$ cat src/rtl/memory_arb_pkg.sv
// Shared types and constants for the two-port SPRAM initiator arbiter.
package memory_arb_pkg;

  typedef enum logic {
    PORT_A = 1'b0,
    PORT_B = 1'b1
  } port_sel_t;

  typedef enum logic [1:0] {
    OWN_NONE = 2'd0,
    OWN_A    = 2'd1,
    OWN_B    = 2'd2
  } owner_t;

  // Cycles from issuing a read to the memory presenting its data
  localparam int RD_LATENCY = 1;

  function automatic port_sel_t other_port(input port_sel_t sel);
    return (sel == PORT_A) ? PORT_B : PORT_A;
  endfunction

endpackage

$ cat src/rtl/mem_rd_return.sv
// Per-port read return path: tracks an outstanding read and captures the
// memory's data into a hold register when it arrives.
module mem_rd_return
  import memory_arb_pkg::*;
#(
  parameter int BITS = 16
) (
  input  logic            clk_i,
  input  logic            rst_i,
  input  logic            issue_rd_i,
  input  logic [BITS-1:0] mem_rdata_i,
  output logic            rvalid_o,
  output logic [BITS-1:0] rdata_o
);

  logic [RD_LATENCY-1:0] pend_q, pend_d;
  logic [BITS-1:0]       rdata_q, rdata_d;

  // A read pending across reset must never surface as a valid strobe
  always_comb begin
    pend_d   = (pend_q << 1) | RD_LATENCY'(issue_rd_i);
    rvalid_o = pend_q[RD_LATENCY-1] & ~rst_i;
    rdata_d  = rvalid_o ? mem_rdata_i : rdata_q;
  end

  always_ff @(posedge clk_i) begin
    if (rst_i) begin
      pend_q  <= '0;
      rdata_q <= '0;
    end else begin
      pend_q  <= pend_d;
      rdata_q <= rdata_d;
    end
  end

  assign rdata_o = rdata_q;

endmodule

$ cat src/rtl/memory_arbiter.sv
// Two-port arbiter in front of a single-port SPRAM with lock support.
// Define MEMORY_ARB_FIXED_PRIO_EN to give port A fixed priority instead of round-robin.
module memory_arbiter
  import memory_arb_pkg::*;
#(
  parameter int BITS         = 16,
  parameter int ADDRESS_BITS = 15
) (
  input  logic                    CLK,
  input  logic                    RST,
  input  logic                    A_REQ,
  input  logic [ADDRESS_BITS-1:0] A_ADDR,
  input  logic [BITS-1:0]         A_WDATA,
  input  logic                    A_WR,
  input  logic                    A_LOCK,
  output logic                    A_ACK,
  output logic                    A_RVALID,
  output logic [BITS-1:0]         A_RDATA,
  input  logic                    B_REQ,
  input  logic [ADDRESS_BITS-1:0] B_ADDR,
  input  logic [BITS-1:0]         B_WDATA,
  input  logic                    B_WR,
  input  logic                    B_LOCK,
  output logic                    B_ACK,
  output logic                    B_RVALID,
  output logic [BITS-1:0]         B_RDATA,
  output logic [ADDRESS_BITS-1:0] MEM_ADDRESS,
  output logic [BITS-1:0]         MEM_WDATA,
  input  logic [BITS-1:0]         MEM_RDATA,
  output logic                    MEM_WR
);

  owner_t                  owner_q, owner_d;
  logic [ADDRESS_BITS-1:0] addr_q, addr_d;
  logic [BITS-1:0]         wdata_q, wdata_d;
  logic                    grant_valid;
  port_sel_t               grant_sel;
  logic                    sel_lock;
`ifndef MEMORY_ARB_FIXED_PRIO_EN
  port_sel_t               rr_q, rr_d;
`endif

  // Grant: a requesting owner first, then a lone requester, then the tie-break
  always_comb begin
    grant_valid = 1'b0;
    grant_sel   = PORT_A;
    if (!RST) begin
      if (owner_q == OWN_A && A_REQ) begin
        grant_valid = 1'b1;
        grant_sel   = PORT_A;
      end else if (owner_q == OWN_B && B_REQ) begin
        grant_valid = 1'b1;
        grant_sel   = PORT_B;
      end else if (A_REQ && !B_REQ) begin
        grant_valid = 1'b1;
        grant_sel   = PORT_A;
      end else if (B_REQ && !A_REQ) begin
        grant_valid = 1'b1;
        grant_sel   = PORT_B;
      end else if (A_REQ && B_REQ) begin
        grant_valid = 1'b1;
`ifdef MEMORY_ARB_FIXED_PRIO_EN
        grant_sel   = PORT_A;
`else
        grant_sel   = rr_q;
`endif
      end
    end
  end

  // Idle cycles replay the last address/data with WR low so the memory sees no write
  always_comb begin
    A_ACK       = grant_valid && (grant_sel == PORT_A);
    B_ACK       = grant_valid && (grant_sel == PORT_B);
    MEM_ADDRESS = addr_q;
    MEM_WDATA   = wdata_q;
    MEM_WR      = 1'b0;
    sel_lock    = 1'b0;
    if (A_ACK) begin
      MEM_ADDRESS = A_ADDR;
      MEM_WDATA   = A_WDATA;
      MEM_WR      = A_WR;
      sel_lock    = A_LOCK;
    end else if (B_ACK) begin
      MEM_ADDRESS = B_ADDR;
      MEM_WDATA   = B_WDATA;
      MEM_WR      = B_WR;
      sel_lock    = B_LOCK;
    end
    addr_d  = MEM_ADDRESS;
    wdata_d = MEM_WDATA;
  end

  always_comb begin
    owner_d = owner_q;
    if (grant_valid) begin
      if (sel_lock) begin
        owner_d = (grant_sel == PORT_A) ? OWN_A : OWN_B;
      end else begin
        owner_d = OWN_NONE;
      end
    end else if ((owner_q == OWN_A && !A_REQ) || (owner_q == OWN_B && !B_REQ)) begin
      owner_d = OWN_NONE;
    end
  end

`ifndef MEMORY_ARB_FIXED_PRIO_EN
  always_comb begin
    rr_d = rr_q;
    if (grant_valid) begin
      rr_d = other_port(grant_sel);
    end
  end

  always_ff @(posedge CLK) begin
    if (RST) begin
      rr_q <= PORT_A;
    end else begin
      rr_q <= rr_d;
    end
  end
`endif

  always_ff @(posedge CLK) begin
    if (RST) begin
      owner_q <= OWN_NONE;
      addr_q  <= '0;
      wdata_q <= '0;
    end else begin
      owner_q <= owner_d;
      addr_q  <= addr_d;
      wdata_q <= wdata_d;
    end
  end

  mem_rd_return #(
    .BITS(BITS)
  ) u_rd_return_a (
    .clk_i      (CLK),
    .rst_i      (RST),
    .issue_rd_i (A_ACK && !A_WR),
    .mem_rdata_i(MEM_RDATA),
    .rvalid_o   (A_RVALID),
    .rdata_o    (A_RDATA)
  );

  mem_rd_return #(
    .BITS(BITS)
  ) u_rd_return_b (
    .clk_i      (CLK),
    .rst_i      (RST),
    .issue_rd_i (B_ACK && !B_WR),
    .mem_rdata_i(MEM_RDATA),
    .rvalid_o   (B_RVALID),
    .rdata_o    (B_RDATA)
  );

endmodule
$ cat config.mk
export PLATFORM = sky130hd
export DESIGN_NAME = memory_arbiter
export DESIGN_NICKNAME = d
export VERILOG_FILES = /design/src/rtl/memory_arb_pkg.sv /design/src/rtl/mem_rd_return.sv /design/src/rtl/memory_arbiter.sv
export SDC_FILE = /design/constraint.sdc
export NUM_CORES = 1
export LEC_CHECK = 0
export ABC_AREA = 0
export CELL_PAD_IN_SITES_DETAIL_PLACEMENT = 0
export CELL_PAD_IN_SITES_GLOBAL_PLACEMENT = 1
export CORE_ASPECT_RATIO = 1.4
export CORE_MARGIN = 1
export CORE_UTILIZATION = 33
export DETAILED_ROUTE_END_ITERATION = 10
export PLACE_DENSITY_LB_ADDON = 0.1
export REMOVE_ABC_BUFFERS = 1
export SETUP_SLACK_MARGIN = 0.5
export SYNTH_ARGS = -nofsm -noshare
export SYNTH_HDL_FRONTEND = slang
export SYNTH_HIERARCHICAL = 1
export SYNTH_SLANG_ARGS = --single-unit
export TNS_END_PERCENT = 100
$ cat constraint.sdc
create_clock -name CLK -period 2.89 [get_ports CLK]
set_clock_uncertainty 0.05 [all_clocks]
set_input_delay 0.7225 -clock CLK [delete_from_list [all_inputs] [get_ports CLK]]
set_output_delay 0.7225 -clock CLK [all_outputs]
set_load 0.01 [all_outputs]
Word-level counts from Yosys, hierarchy flattened --
Cells that the tools add are included.
Word-level totals: flip-flop bits (word level) 68, bits in latches 0, memory bits (writable) 0, ROM bits 0, bits of input ports 86, output and inout bits 68, word-level logic and storage cells 56, memories 0
Operators by class: add/subtract/negate cells 0, multiply operators 0, div/mod/pow operators 0, order comparisons 0, eq/ne operators 2, shifts and indexed selects 0, muxes and demuxes 25, bitwise operators 4, reduce and logical (&&, ||, !) cells 17
Operators by type and width (number):
- two-way mux 16 bit | 2
- two-way mux 15 bit | 2
- two-way mux 1 bit | 17
- logical AND 1 bit | 11
- two-way mux 2 bit | 4
- zero test 1 bit | 4
- bitwise AND 1 bit | 2
- equality test 2 x 1 -> 1 bit (second input constant) | 1
- equality test 2 bit (second input constant) | 1
- inverter 1 bit | 2
- nonzero test 2 bit | 1
- logical OR 1 bit | 1

Longest topological paths before layout --
Gate-level depths: netlist of run 1.
word-level depth 12, mapped depth 5, depth with buffers taken out 4

By module --
The synthesis of run 1 kept the hierarchy.
Modules (own cells, without submodules):
- memory_arbiter | times used 1, cells an instance 299, area an instance 2411.1 um^2, sequential area each 680.7 um^2
- mem_rd_return | times used 2, cells an instance 55, area an instance 614.3 um^2, sequential area each 340.3 um^2

Worst setup path before layout of run 1 --
Ideal clock, no wire load.
kind input -> output, start input A_REQ, end output MEM_ADDRESS[0], data arrival time 1.591 ns, required time 2.118 ns, path slack 0.526 ns, cell stages on the path 5, buffers on the path 2, cell sequence buf_2 and2b_1 buf_2 o311ai_2 nand3_1
Between the ends: cells in the longest elaborated chain, start to end 10, elaborated cells between the ends (all ways) 22, classes of those cells 14 x mux; 1 x bitwise; 7 x reduce/logical
RTL lines:
- start, declared | line memory_arbiter.sv:11 | input logic A_REQ,
- logical AND 1 bit or zero test 1 bit (tied branches) | line memory_arbiter.sv:60, memory_arbiter.sv:57
- two-way mux 1 bit or logical AND 1 bit (tied branches) | line memory_arbiter.sv:60, memory_arbiter.sv:57
- two-way mux 1 bit | line memory_arbiter.sv:57 | end else if (B_REQ && !A_REQ) begin
- two-way mux 1 bit | line memory_arbiter.sv:54 | end else if (A_REQ && !B_REQ) begin
- two-way mux 1 bit | line memory_arbiter.sv:51 | end else if (owner_q == OWN_B && B_REQ) begin
- two-way mux 1 bit | line memory_arbiter.sv:48 | if (owner_q == OWN_A && A_REQ) begin
- two-way mux 1 bit | line memory_arbiter.sv:47 | if (!RST) begin
- logical AND 1 bit or inverter 1 bit (tied branches)
- two-way mux 15 bit or logical AND 1 bit (tied branches) | line memory_arbiter.sv:84, memory_arbiter.sv:73
- two-way mux 15 bit * | line memory_arbiter.sv:79 | if (A_ACK) begin
- end, declared | line memory_arbiter.sv:27 | output logic [ADDRESS_BITS-1:0] MEM_ADDRESS,
Every way passes the cells marked *; elsewhere a longest branch is shown, timed or not.

Final worst setup path of run 1 --
start input RST, end output MEM_WDATA[12]
Between the ends: cells in the longest elaborated chain, start to end 4, elaborated cells between the ends (all ways) 7, classes of those cells 4 x mux; 1 x bitwise; 2 x reduce/logical
RTL lines:
- start, declared | line memory_arbiter.sv:10 | input logic RST,
- two-way mux 1 bit | line memory_arbiter.sv:47
- logical AND 1 bit or inverter 1 bit (tied branches)
- two-way mux 16 bit or logical AND 1 bit (tied branches) | line memory_arbiter.sv:84, memory_arbiter.sv:73
- two-way mux 16 bit * | line memory_arbiter.sv:79
- end, declared | line memory_arbiter.sv:28 | output logic [BITS-1:0] MEM_WDATA,
Marked as above.

==> run_results.csv, run 1 <==
group,metric,value,unit
run_status,outcome,"finished clean",
layout,design_area,6880,um^2
placed_design,dp_cells,707,
placed_design,place.port_buffers,153,
setup_path,cp_max_fo,6,
floorplanning,io_pins,154,
synth,ys_types,26,
synth,ys_warn_count,6,
layout,fillers,922,
route,num_vias,3970,
global_route,grt_max_degree,37,
global_route,grt.overflow.total,0,
layout,antenna_cells,0,
timing,tns,0,ns
power,power,2.90,mW
layout,drive_above_1_share,32.5,%
synth,synth_top_area_cell,"dfxtp_1",
synth,synth_area_leaders,"dfxtp_1 (37%), o311ai_2 (13%), mux2i_1 (8.8%), a311o_1 (8.5%), nand3_1 (8.5%)",
cts,cts_buffers,9,
synth,ys.flop_type,"dfxtp_1",
route,drc,0,
power,pwr-share-seq,35.2,%
layout,area_delta_synth_final,89.1,%
global_route,grt_antenna_before_repair,0,
power,switching_power,815,uW
placed_design,dp_hpwl,8570,um
setup_path,reg2reg_to,"u_rd_return_a/pend_q$_SDFF_PP0_",
synth,syn_avg_cell_area,8.90,um^2
setup_path,crit_top_cell,"buf_8",
layout,final_cells,763,
power,clockPowerShare,37.9,%
synth,synthCells,409,
layout,final_nets,703,
cts,path_clk_slew,0.06,ns
global_route,grt_pass1_vias,4050,
setup_path,worst-setup-path-type,"input pin to output pin",
setup_path,path_cells,"buf_8, and2b_4, buf_8, buf_6, buf_16, o311ai_4, nand3_1, buf_2",
worst_hold_path,holdPathStages,2,
floorplanning,die_x,90.8,um
timing,hold_viol,0,
route,wire_per_inst,17.7,um
worst_hold_path,hp-class,"flip-flop to flip-flop",
cts,clk_path_buf_depth,2,
setup_path,cp_slowest_cell,"and2b_4",
power,combPwrFrac,26.9,%
setup_path,r2r_slack,1.26,ns
synth,seq_area_frac_synth,37.4,%
timing,tightest_slew,0.364,ns
power,p_int,2.09,mW
route,routed_wl,13500,um
floorplanning,die_h,126,um
placed_design,gp_congestion,0.767,
route,vias_per_cell,5.20,
cts,htreeDepth,3,
cts,root_buffer,"clkbuf_16",
placed_design,place_area,5570,um^2
cts,cts_tree,"yes",
cts,clock_latency,0.33,ns
cts,cts_hold_repair.buffers,0,
synth,syn_area,3640,um^2
setup_path,required,2.12,ns
setup_path,crit_arrival,1.83,ns
setup_path,slowest_delay,0.25,ns
setup_path,worstReg2RegStart,"owner_q[1]$_SDFFE_PP0P_",
synth,async_reset_ff_share,0,%
route,antenna_left,0,
synth,ys_ff_latch,68,
setup_path,cp-start-kind,"input pin",
floorplanning,die-area,11500,um^2
power,ir_drop,298,uV
cts,cts_sinks,68,
global_route,grt_pass1_wl,21000,um
timing,drv_slew,0,
setup_path,end_kind,"output pin",
timing,setup_violations,0,
global_route,grt_usage,23.6,%
timing,fin_crit,2.60,ns
floorplanning,rows,45,
job,maxCapViolations,0,
timing,hold_ws,0.421,ns
route,drt_first_pass_iters,4,
timing,timing.fmax,0.384,GHz
worst_hold_path,hold_end,"addr_q[5]$_SDFF_PP0_",
timing,max_slew_margin,75.8,%
power,cellLeakagePower,2.87,nW
synth,synth_top_area_share,37.4,%
timing,finalCritPeriodShare,90.0,%
route,initialDrtViolationCount,159,
worst_hold_path,hold_path_startpoint,"addr_q[5]$_SDFF_PP0_",
setup_path,r2r_cells,7,
timing,rsz0062_at_grt,"yes",
synth,synth-edff-count,0,
floorplanning,start_util,33.7,%
power,powerDensity,422,nW/um^2
floorplanning,core_area,10800,um^2
power,switching_share,28.1,%
critical path: cells and delay by family:
family	cells	cell delay, ns
AO/OA/AOI/OAI	1	0.10
buffers and inverters	5	0.64
AND/OR/NAND/NOR	2	0.37
layout make-up:
cell class,instances,area [um^2],area share (%)
Clock inverter,6,63.8,0.927
Timing Repair Buffer,236,2460,35.8
Multi-Input combinational cell,270,2450,35.5
Clock buffer,10,239,3.47
Sequential cell,68,1370,19.9
Tap cell,141,176,2.56
Inverter,32,123,1.78
synthesized netlist by cell type (all sizes together), types with 2 or more instances:
library cell,n
o311ai,31
clkbuf,13
nor2,33
nand2,63
o21bai,2
a311o,31
inv,32
buf,26
nand3,62
dfxtp,68
mux2i,32
nor2b,6
a32o,2
per-stage QoR:
step	setup slack, ns	utilization, %
after CTS	0.304	60.0
after global placement	-0.480	51.5
final	0.289	63.7
after global routing	0.256	63.7
after detailed placement	-0.492	51.5
after floorplan	-0.923	-
worst max path at each step:
stage	to	slack [ns]	depth (start not counted)	startpoint
floorplan	MEM_WR	-0.92	3	owner_q[0]$_SDFFE_PP0P_
global placement	MEM_WDATA[10]	-0.48	7	A_REQ
detailed placement	MEM_ADDRESS[13]	-0.49	6	RST
CTS	MEM_WDATA[12]	0.30	8	RST
global route	MEM_ADDRESS[5]	0.26	8	RST
finish	MEM_WDATA[12]	0.29	8	RST
kinds of logic (layout without fill, tap and decap cells):
| family | count (synthesis) | after routing | share of synthesized area, % |
|---|---|---|---|
| flip-flops | 68 | 68 | 37.4 |
| multiplexers | 32 | 32 | 8.80 |
| AO/OA/AOI/OAI | 71 | 71 | 24.3 |
| buffers and inverters | 71 | 284 | 9.38 |
| AND/OR/NAND/NOR | 167 | 167 | 20.1 |
cells in the final DEF (no fill, tap or decap), drive strengths merged, types with 3 or more instances in the layout:
cell and count:
dfxtp 68, clkdlybuf4s50 100, nor2b 6, buf 115
mux2i 32, dlygate4sd2 12, nor2 33, a311o 31
clkinv 3, nand3 62, clkbuf 15, inv 32
o311ai 31, nand2 63, dlymetal6s2s 4
per-layer routing:
layer  share of wire (%)  wire, um  global-route usage [%]  vias up
li1                    -         -                       -     1892
met1                  39      5320                    26.5     1887
met2                  52      7080                    43.4      161
met3                 5.4       725                    3.26       30
met4                 3.1       419                    11.2        0
met5                   0         0                       0        -
repair_timing:
item	4_1_cts	5_1_grt
endpoints found under the hold margin	0	0
pin swaps	46	32
buffers inserted	23	7
resized for setup	241	54
gates cloned	6	4
endpoints found under the setup margin	36	36
power by group through the flow:
stage | clock [mW] | sequential (mW) | combinational, mW
CTS | 1.13 | 1.01 | 0.707
detailed placement | 0 | 1.03 | 0.613
global route | 1.17 | 1.02 | 0.827
finish | 1.10 | 1.02 | 0.781
global placement | 0 | 1.03 | 0.611
floorplan | 0 | 1.03 | 0.220
registers in the layout, summed over array words and instances (netlist names):
| signal | count |
|---|---|
| u_rd_return_a/rdata_o | 16 |
| u_rd_return_b/rdata_o | 16 |
| wdata_q | 16 |
| addr_q | 15 |
| owner_q | 2 |
| rr_q | 1 |
| u_rd_return_a/pend_q | 1 |
| u_rd_return_b/pend_q | 1 |
Power figures use the tool's default switching activity.
==> run 2, diff against run 1 <==
--- a/config.mk
+++ b/config.mk
@@ -6,13 +6,14 @@
 export NUM_CORES = 1
 export LEC_CHECK = 0
 export ABC_AREA = 0
+export CAP_MARGIN = 20
 export CELL_PAD_IN_SITES_DETAIL_PLACEMENT = 0
 export CELL_PAD_IN_SITES_GLOBAL_PLACEMENT = 1
 export CORE_ASPECT_RATIO = 1.4
 export CORE_MARGIN = 1
 export CORE_UTILIZATION = 33
 export DETAILED_ROUTE_END_ITERATION = 10
-export PLACE_DENSITY_LB_ADDON = 0.1
+export PLACE_DENSITY_LB_ADDON = 0.05
 export REMOVE_ABC_BUFFERS = 1
 export SETUP_SLACK_MARGIN = 0.5
 export SYNTH_ARGS = -nofsm -noshare
==> run 2 against run 1 <==
  * Sequential cell count stayed put
  * Count of clock-buffer cells in the layout unchanged
  * Critical path depth down 1
  * Largest cell class unchanged
  * Largest power group unchanged
  * Highest routed layer unchanged
==> run_results.csv, run 2 (synthesis gave the netlist of run 1 again) <==
group,metric,value,unit
run_status,outcome,"finished clean",
floorplanning,start_util,33.7,%
setup_path,worst-setup-path-type,"input pin to output pin",
placed_design,dp_cells,705,
placed_design,dp_hpwl,8050,um
global_route,grt.overflow.total,0,
layout,drive_above_1_share,30.5,%
setup_path,cp_slowest_cell,"and2b_4",
cts,cts_hold_repair.buffers,0,
timing,tightest_slew,0.587,ns
floorplanning,die_h,126,um
timing,finalCritPeriodShare,93.4,%
power,cellLeakagePower,2.78,nW
cts,htreeDepth,3,
layout,final_nets,711,
floorplanning,core_area,10800,um^2
route,drc,0,
setup_path,worstReg2RegStart,"rr_q$_SDFFE_PP0P_",
route,wire_per_inst,17.6,um
layout,area_delta_synth_final,88.8,%
global_route,grt_pass1_vias,4079,
route,vias_per_cell,5.18,
worst_hold_path,holdPathStages,2,
timing,fin_crit,2.70,ns
setup_path,end_kind,"output pin",
job,maxCapViolations,0,
setup_path,cp-start-kind,"input pin",
power,switching_share,26.5,%
power,power,3.04,mW
global_route,grt_usage,23.4,%
layout,final_common_cell,"clkdlybuf4s50_1",
global_route,grt_antenna_before_repair,0,
power,switching_power,805,uW
cts,clk_path_buf_depth,2,
route,initialDrtViolationCount,123,
floorplanning,die-area,11500,um^2
timing,tns,0,ns
floorplanning,rows,45,
placed_design,place.port_buffers,153,
cts,clock_latency,0.32,ns
setup_path,r2r_cells,8,
floorplanning,io_pins,154,
setup_path,crit_arrival,1.93,ns
route,num_vias,3992,
setup_path,crit_top_cell,"buf_6",
cts,path_clk_slew,0.06,ns
timing,drv_slew,0,
route,antenna_left,0,
timing,max_slew_margin,60.7,%
worst_hold_path,hold_path_startpoint,"wdata_q[6]$_SDFF_PP0_",
timing,timing.fmax,0.370,GHz
timing,rsz0062_at_grt,"yes",
placed_design,place_area,5590,um^2
setup_path,path_cells,"buf_8, buf_6, and2b_4, buf_6, o31a_1, buf_4, clkdlybuf4s15_2",
cts,root_buffer,"clkbuf_16",
cts,cts_tree,"yes",
floorplanning,die_x,90.8,um
cts,cts_sinks,68,
setup_path,slowest_delay,0.28,ns
setup_path,required,2.12,ns
timing,hold_viol,0,
layout,final_cell_mix,"clkdlybuf4s50_1 (116), dfxtp_1 (66), nand2_1 (63)",
setup_path,reg2reg_to,"addr_q[12]$_SDFF_PP0_",
setup_path,r2r_slack,1.15,ns
route,routed_wl,13500,um
worst_hold_path,hp-class,"flip-flop to flip-flop",
timing,setup_violations,0,
power,p_int,2.24,mW
setup_path,crit_start,"RST",
layout,fillers,915,
setup_path,cp_max_fo,4,
route,drt_first_pass_iters,5,
global_route,grt_pass1_wl,21200,um
layout,design_area,6870,um^2
power,pwr-share-seq,33.3,%
layout,antenna_cells,0,
worst_hold_path,hold_end,"wdata_q[6]$_SDFF_PP0_",
power,ir_drop,289,uV
cts,cts_buffers,9,
placed_design,gp_congestion,0.778,
layout,final_cells,771,
power,combPwrFrac,25.1,%
power,powerDensity,443,nW/um^2
global_route,grt_max_degree,37,
power,clockPowerShare,41.6,%
## run 2: cell count changes in the layout (fill, tap and decap cells not counted), sizes merged, moves of 2 or more
cell,before,now
dlygate4sd2,12,0
clkdlybuf4s50,100,116
bufinv,1,3
clkbuf,15,12
dlymetal6s2s,4,0
buf,115,124
clkinvlp,2,0
## run 2: how the worst max path moves through the flow
stage,endpoint,depth (start not counted)
final,A_ACK,7
after global routing,MEM_WR,8
after CTS,MEM_WR,8
after detailed placement,MEM_WDATA[2],7
after global placement,MEM_WDATA[2],7
after floorplan,MEM_WR,3
## run 2: timing repair
action,4_1_cts,5_1_grt
setup buffers,28,13
gates resized for setup,208,18
endpoints found under the setup margin,36,36
hold endpoints to repair,0,0
pin swaps,56,22
gates cloned,8,1
## run 2: per-layer routing
| layer | part of all wire [%] | routed length, um | track usage, % |
|---|---|---|---|
| met5 | 0 | 0 | 0 |
| met4 | 1.5 | 209 | 9.58 |
| met3 | 5.9 | 795 | 4.47 |
| met2 | 52 | 7010 | 41.3 |
| met1 | 41 | 5520 | 27.6 |
## run 2: final cells by class
cell class,count,area (um^2),share of cell area [%]
clock buffers,10,229,3.33
clock inverters,6,113,1.64
inverters,32,133,1.93
multi-input cells,270,2340,34.0
flip-flops and latches,68,1360,19.9
well taps,141,176,2.57
repair buffers,244,2520,36.6
## run 2: metrics by stage
step,hold slack (ns),util (%),setup slack [ns]
floorplan,0.389,-,-0.923
global placement,0.398,51.2,-0.545
detailed placement,0.404,51.7,-0.541
CTS,0.423,61.5,0.216
global route,0.438,63.6,0.148
finish,0.420,63.6,0.191
## run 2: power by group through the flow
stage	sequential (mW)	combinational, mW	clock, mW
3_3_place_gp	1.03	0.606	0
4_1_cts	1.01	0.723	1.29
6_report	1.01	0.763	1.26
2_1_floorplan	1.03	0.220	0
5_1_grt	1.02	0.810	1.33
3_5_place_dp	1.03	0.620	0
## run 2: critical path: cells and delay by family
family          cells  cell delay, ns
buf+inv             5            0.71
simple gates        1            0.28
compound gates      1            0.21
==> patch 1: new RTL, settings of run 2 <==
The 3 values of `owner_t` get a one-hot encoding in 3 bits.
--- a/src/rtl/memory_arb_pkg.sv
+++ b/src/rtl/memory_arb_pkg.sv
@@ -7,8 +7,8 @@
   } port_sel_t;
 
-  typedef enum logic [1:0] {
-    OWN_NONE = 2'd0,
-    OWN_A    = 2'd1,
-    OWN_B    = 2'd2
+  typedef enum logic [2:0] {
+    OWN_NONE = 3'b001,
+    OWN_A    = 3'b010,
+    OWN_B    = 3'b100
   } owner_t;
 
Check against the original RTL: no difference found for any inputs over 10 cycles, from zero or initial values and one cycle with RST high; not proved beyond that.
==> patch 1 against run 2 <==
Worst setup slack lost 42 ps; count of clock-buffer cells in the layout is the same; routed wire length shrank 4.0%; critical endpoint is now MEM_ADDRESS[11]; power shrank 1.6%; register-to-register slack lost 350 ps; area after synthesis grew 3.3%; maximum frequency shrank 1.5%; sequential cell count grew 1; final area shrank 3.2%; largest power group unchanged; highest routed layer unchanged.
==> patch 1: results (changes against run 2) <==
### Place
• 0.784 — global placer's final weighted congestion, +0.81%
• 5800 sq um — instance area after placement, +3.7%
• 153 — I/O Buffers, unchanged
• 715 — placed insts, +1.4%
• 8170 um — post-detailed-placement half-perimeter wirelength, +1.5%
• -587 ps — Setup Slack @ Placement, -45.5 ps

### Global route
• 21000 um — global-route wire length before repair, -0.92%
• 48 — largest net degree at the start of global routing, +30%
• 4339 — vias in the first global route, +6.4%
• 22.6% — overall track demand over capacity in global routing, -0.80 points

### STA
• 0.365 GHz — fmax, -1.5%
• 441 ps — Worst Hold Slack, +21.1 ps
• 76.4% — Rel. slew slack, +16 points

### Power
• 2.77 nW — leakage power of the design, -0.22%
• 2.99 mW — total power draw, -1.6%
• 39.2% — fraction of power consumed by the clock network, -2.4 points
• 26.3% — Switching Fraction, -0.20 points
• 0.345 mV — worst-case vdd ir drop, +19%

### Yosys
• 31 — Cell variety after synth, +19%
• 6 — warnings from Yosys, unchanged
• sky130_fd_sc_hd__dfxtp_1 37%, sky130_fd_sc_hd__a221oi_2 13%, sky130_fd_sc_hd__a32o_1 8.5% — biggest area contributors in the synthesized netlist
• 69 x sky130_fd_sc_hd__dfxtp_1, 62 x sky130_fd_sc_hd__nand3_1, 33 x sky130_fd_sc_hd__nand2_1, 33 x sky130_fd_sc_hd__nor2_1 — leading cell types by count after synthesis
• 391 — Syn Inst Count, -4.4%

### Run status
• finished clean — run status

### Layout
• 36.9% — ratio of cells with drive above 1 in the final layout, +6.4 points
• 60.6% — Util after Layout, -3.0 points
• 973 — fill cell count, +6.3%
• 0 — total inserted antenna cells, unchanged
• 726 — final net count, +2.1%

### Setup path
• 260 ps — largest stage delay on the critical path, -20 ps
• B_REQ — beginning of the critical path
• 1970 ps — CP Data Arrival Time, +40 ps
• MEM_ADDRESS[11] — critical path endpoint
• addr_q[4] — capture point of the worst reg-to-reg path
• sky130_fd_sc_hd__a32o_1 — CP max stage cell

### Worst hold path
• u_rd_return_b/rdata_o[0] — startpoint of the lowest-slack hold path
• 2 — hold depth, unchanged
• u_rd_return_b/rdata_o[0] — sink of the worst hold path

### Detailed routing
• 4 — total iterations of the first detailed-routing run, -1
• 5.33 — mean number of vias per cell, +2.9%
• 13000 um — Final Routed Wirelength, -4.0%
• 16.5 um — post-DR wirelength/cell, -5.8%

### Clock network
• 40 — Setup Buffers After CTS, +43%
• 203 — number of instances resized during post-cts repair, -2.4%

[patch 1: cell types whose count changed after synthesis, sizes merged, moves of 30 or more]
cell    delta
o311ai    -31
nand2     -30
a32o      +30
a311o     -31
a221oi    +32
a31oi     +30
inv       -30
[patch 1: cell type report]
type / instances / area share, %
Clock inverter: 6 / 1.32
Sequential cell: 69 / 20.8
Multi-Input combinational cell: 281 / 32.8
Tap cell: 141 / 2.65
Clock buffer: 10 / 3.44
Inverter: 2 / 0.113
Timing Repair Buffer: 277 / 38.9
[patch 1: per-layer routing]
layer  track usage [%]  vias up  share of wire [%]
li1                  -     2041                  -
met1              25.7     1974                 41
met2              40.4      147                 51
met3              3.20       27                4.1
met4              12.4        0                3.1
met5                 0        -                  0
[patch 1: cells by family after synthesis]
| group | count (synthesis) | share of synthesized area, % |
|---|---|---|
| AOI/OAI and AO/OA | 106 | 29.4 |
| buffers and inverters | 41 | 7.56 |
| DFF | 69 | 36.8 |
| muxes | 32 | 8.52 |
| and+or+nand+nor | 143 | 17.8 |
==> patch 2: new RTL, config.mk and constraints of run 2 <==
Made on the original files. `ADDRESS_BITS`: 15 -> 14.
--- a/src/rtl/memory_arbiter.sv
+++ b/src/rtl/memory_arbiter.sv
@@ -5,5 +5,5 @@
 #(
   parameter int BITS         = 16,
-  parameter int ADDRESS_BITS = 15
+  parameter int ADDRESS_BITS = 14
 ) (
   input  logic                    CLK,
Interface: changed (resized A_ADDR, B_ADDR and MEM_ADDRESS); port bits go from 154 to 151. No check against the original RTL was run, so the function may have changed too.
==> patch 2 against run 2 <==
Via count decreased by 2.9%; routed wire length shrank 6.3%; synthesized cell count decreased by 2.0%; final area decreased by 4.7%; sequential cell count is 1 lower; power decreased by 7.9%; worst setup slack gained 130 ps; area after synthesis down 8.4%; critical path type unchanged.
==> patch 2: results (changes against run 2) <==
### Detailed routing
• 6 — total iterations of the first detailed-routing run, +1
• 17.0 um — post-DR wirelength/cell, -3.0%
• 6550 um — sum of met2 wire segment lengths after detailed routing, -6.5%
• 131 — number of violations reported at the end of detailed-routing iteration 0, +6.5%
• 5300 um — Routed met1 length, -4.0%
• 3875 — vias after detailed routing, -2.9%
• 501 um — routed length on met3, -37%

### Setup path
• 9 — Register-to-Register Path Depth, +1
• MEM_WDATA[15] — critical path endpoint
• sky130_fd_sc_hd__o21bai_4 — CP max stage cell
• u_rd_return_a/pend_q — capture point of the worst reg-to-reg path
• 170 ps — largest stage delay on the critical path, -110 ps
• 1090 ps — R2R setup slack, -60 ps
• 6 — CP Max Fanout, +2
• 1790 ps — CP Data Arrival Time, -140 ps

### Yosys
• 67 — post-synthesis register bit count, -1.5%
• 67 x sky130_fd_sc_hd__dfxtp_1, 61 x sky130_fd_sc_hd__nand2_1, 60 x sky130_fd_sc_hd__nand3_1, 33 x sky130_fd_sc_hd__nor2_1, 32 x sky130_fd_sc_hd__mux2i_1 — leading cell types by count after synthesis
• 40.2% — sequential cell area fraction in the yosys report, +2.8 points
• 23 — Cell variety after synth, -12%
• 401 — Syn Inst Count, -2.0%
• sky130_fd_sc_hd__dfxtp_1 40%, sky130_fd_sc_hd__mux2i_1 9.6%, sky130_fd_sc_hd__a311o_1 9.0% — biggest area contributors in the synthesized netlist

### Clock network
• sky130_fd_sc_hd__clkbuf_16 — root buffer selected by CTS
• 330 ps — clock latency at the later pin of the worst-skew pair
• 284 — number of instances resized during post-cts repair, +37%
• 24 — Setup Buffers After CTS, -14%

### Layout
• 13 — final-layout clock buffer total, +3
• 4.45% — portion of the layout cell area used by clock cells, -0.52 points
• 823 — fill cell count, -10%
• 20.5% — fraction of area in registers, +0.67 points
• 35.2% — share of cell area taken by multi-input logic gates, +1.2 points
• 31 — number of ordinary inverters in the final layout, -3.1%
• 264 — total number of multi-input combinational cells, -2.2%

### Place
• 5280 sq um — instance area after placement, -5.6%
• -569 ps — Setup Slack @ Placement, -27.3 ps
• 150 — I/O Buffers, -2.0%
• 699 — placed insts, -0.85%
• 8080 um — post-detailed-placement half-perimeter wirelength, +0.26%
• 0.747 — global placer's final weighted congestion, -3.9%

### Worst hold path
• addr_q[3] — sink of the worst hold path
• addr_q[3] — startpoint of the lowest-slack hold path

### STA
• 419 ps — Worst Hold Slack, -1.21 ps
• 32.7% — Rel. slew slack, -28 points
• 2570 ps — fin crit period, -133 ps

### Global route
• 3.81% — met3 capacity usage during global routing, -0.66 points
• 27.2% — Global Route met1 Usage, -0.39 points
• 4010 — vias in the first global route, -1.7%
• 19600 um — global-route wire length before repair, -7.7%
• 24.3% — overall track demand over capacity in global routing, +0.91 points

### Power
• 2.02 mW — internal power, -9.8%
• 427 nW/um^2 — PD cells, -3.4%
• 0.386 mV — worst-case vdd ir drop, +33%
• 2.78 nW — leakage power of the design, -0.13%
• 26.2% — Gate power share, +1.1 points
• 37.9% — fraction of power consumed by the clock network, -3.7 points

### Run status
• finished clean — run status

==> patch 2: cell types whose count changed in the layout (fill, tap and decap cells not counted), moves of 5 or more <==
cell	run 2	this run
sky130_fd_sc_hd__dlygate4sd2_1	0	14
sky130_fd_sc_hd__nand2_4	0	12
sky130_fd_sc_hd__buf_16	9	4
sky130_fd_sc_hd__nand3_1	55	47
sky130_fd_sc_hd__buf_6	15	30
sky130_fd_sc_hd__clkdlybuf4s50_1	116	99
sky130_fd_sc_hd__buf_2	25	19
sky130_fd_sc_hd__nand3_2	7	12
sky130_fd_sc_hd__o311ai_4	31	18
sky130_fd_sc_hd__nand2_1	63	49
sky130_fd_sc_hd__buf_4	60	49
sky130_fd_sc_hd__o311ai_2	0	11
==> patch 2: cells by family after synthesis <==
logic type	count (synthesis)	synth area share, %
AOI/OAI and AO/OA	69	19.1
DFF	67	40.2
buffers and inverters	70	9.68
and+or+nand+nor	163	21.4
muxes	32	9.61
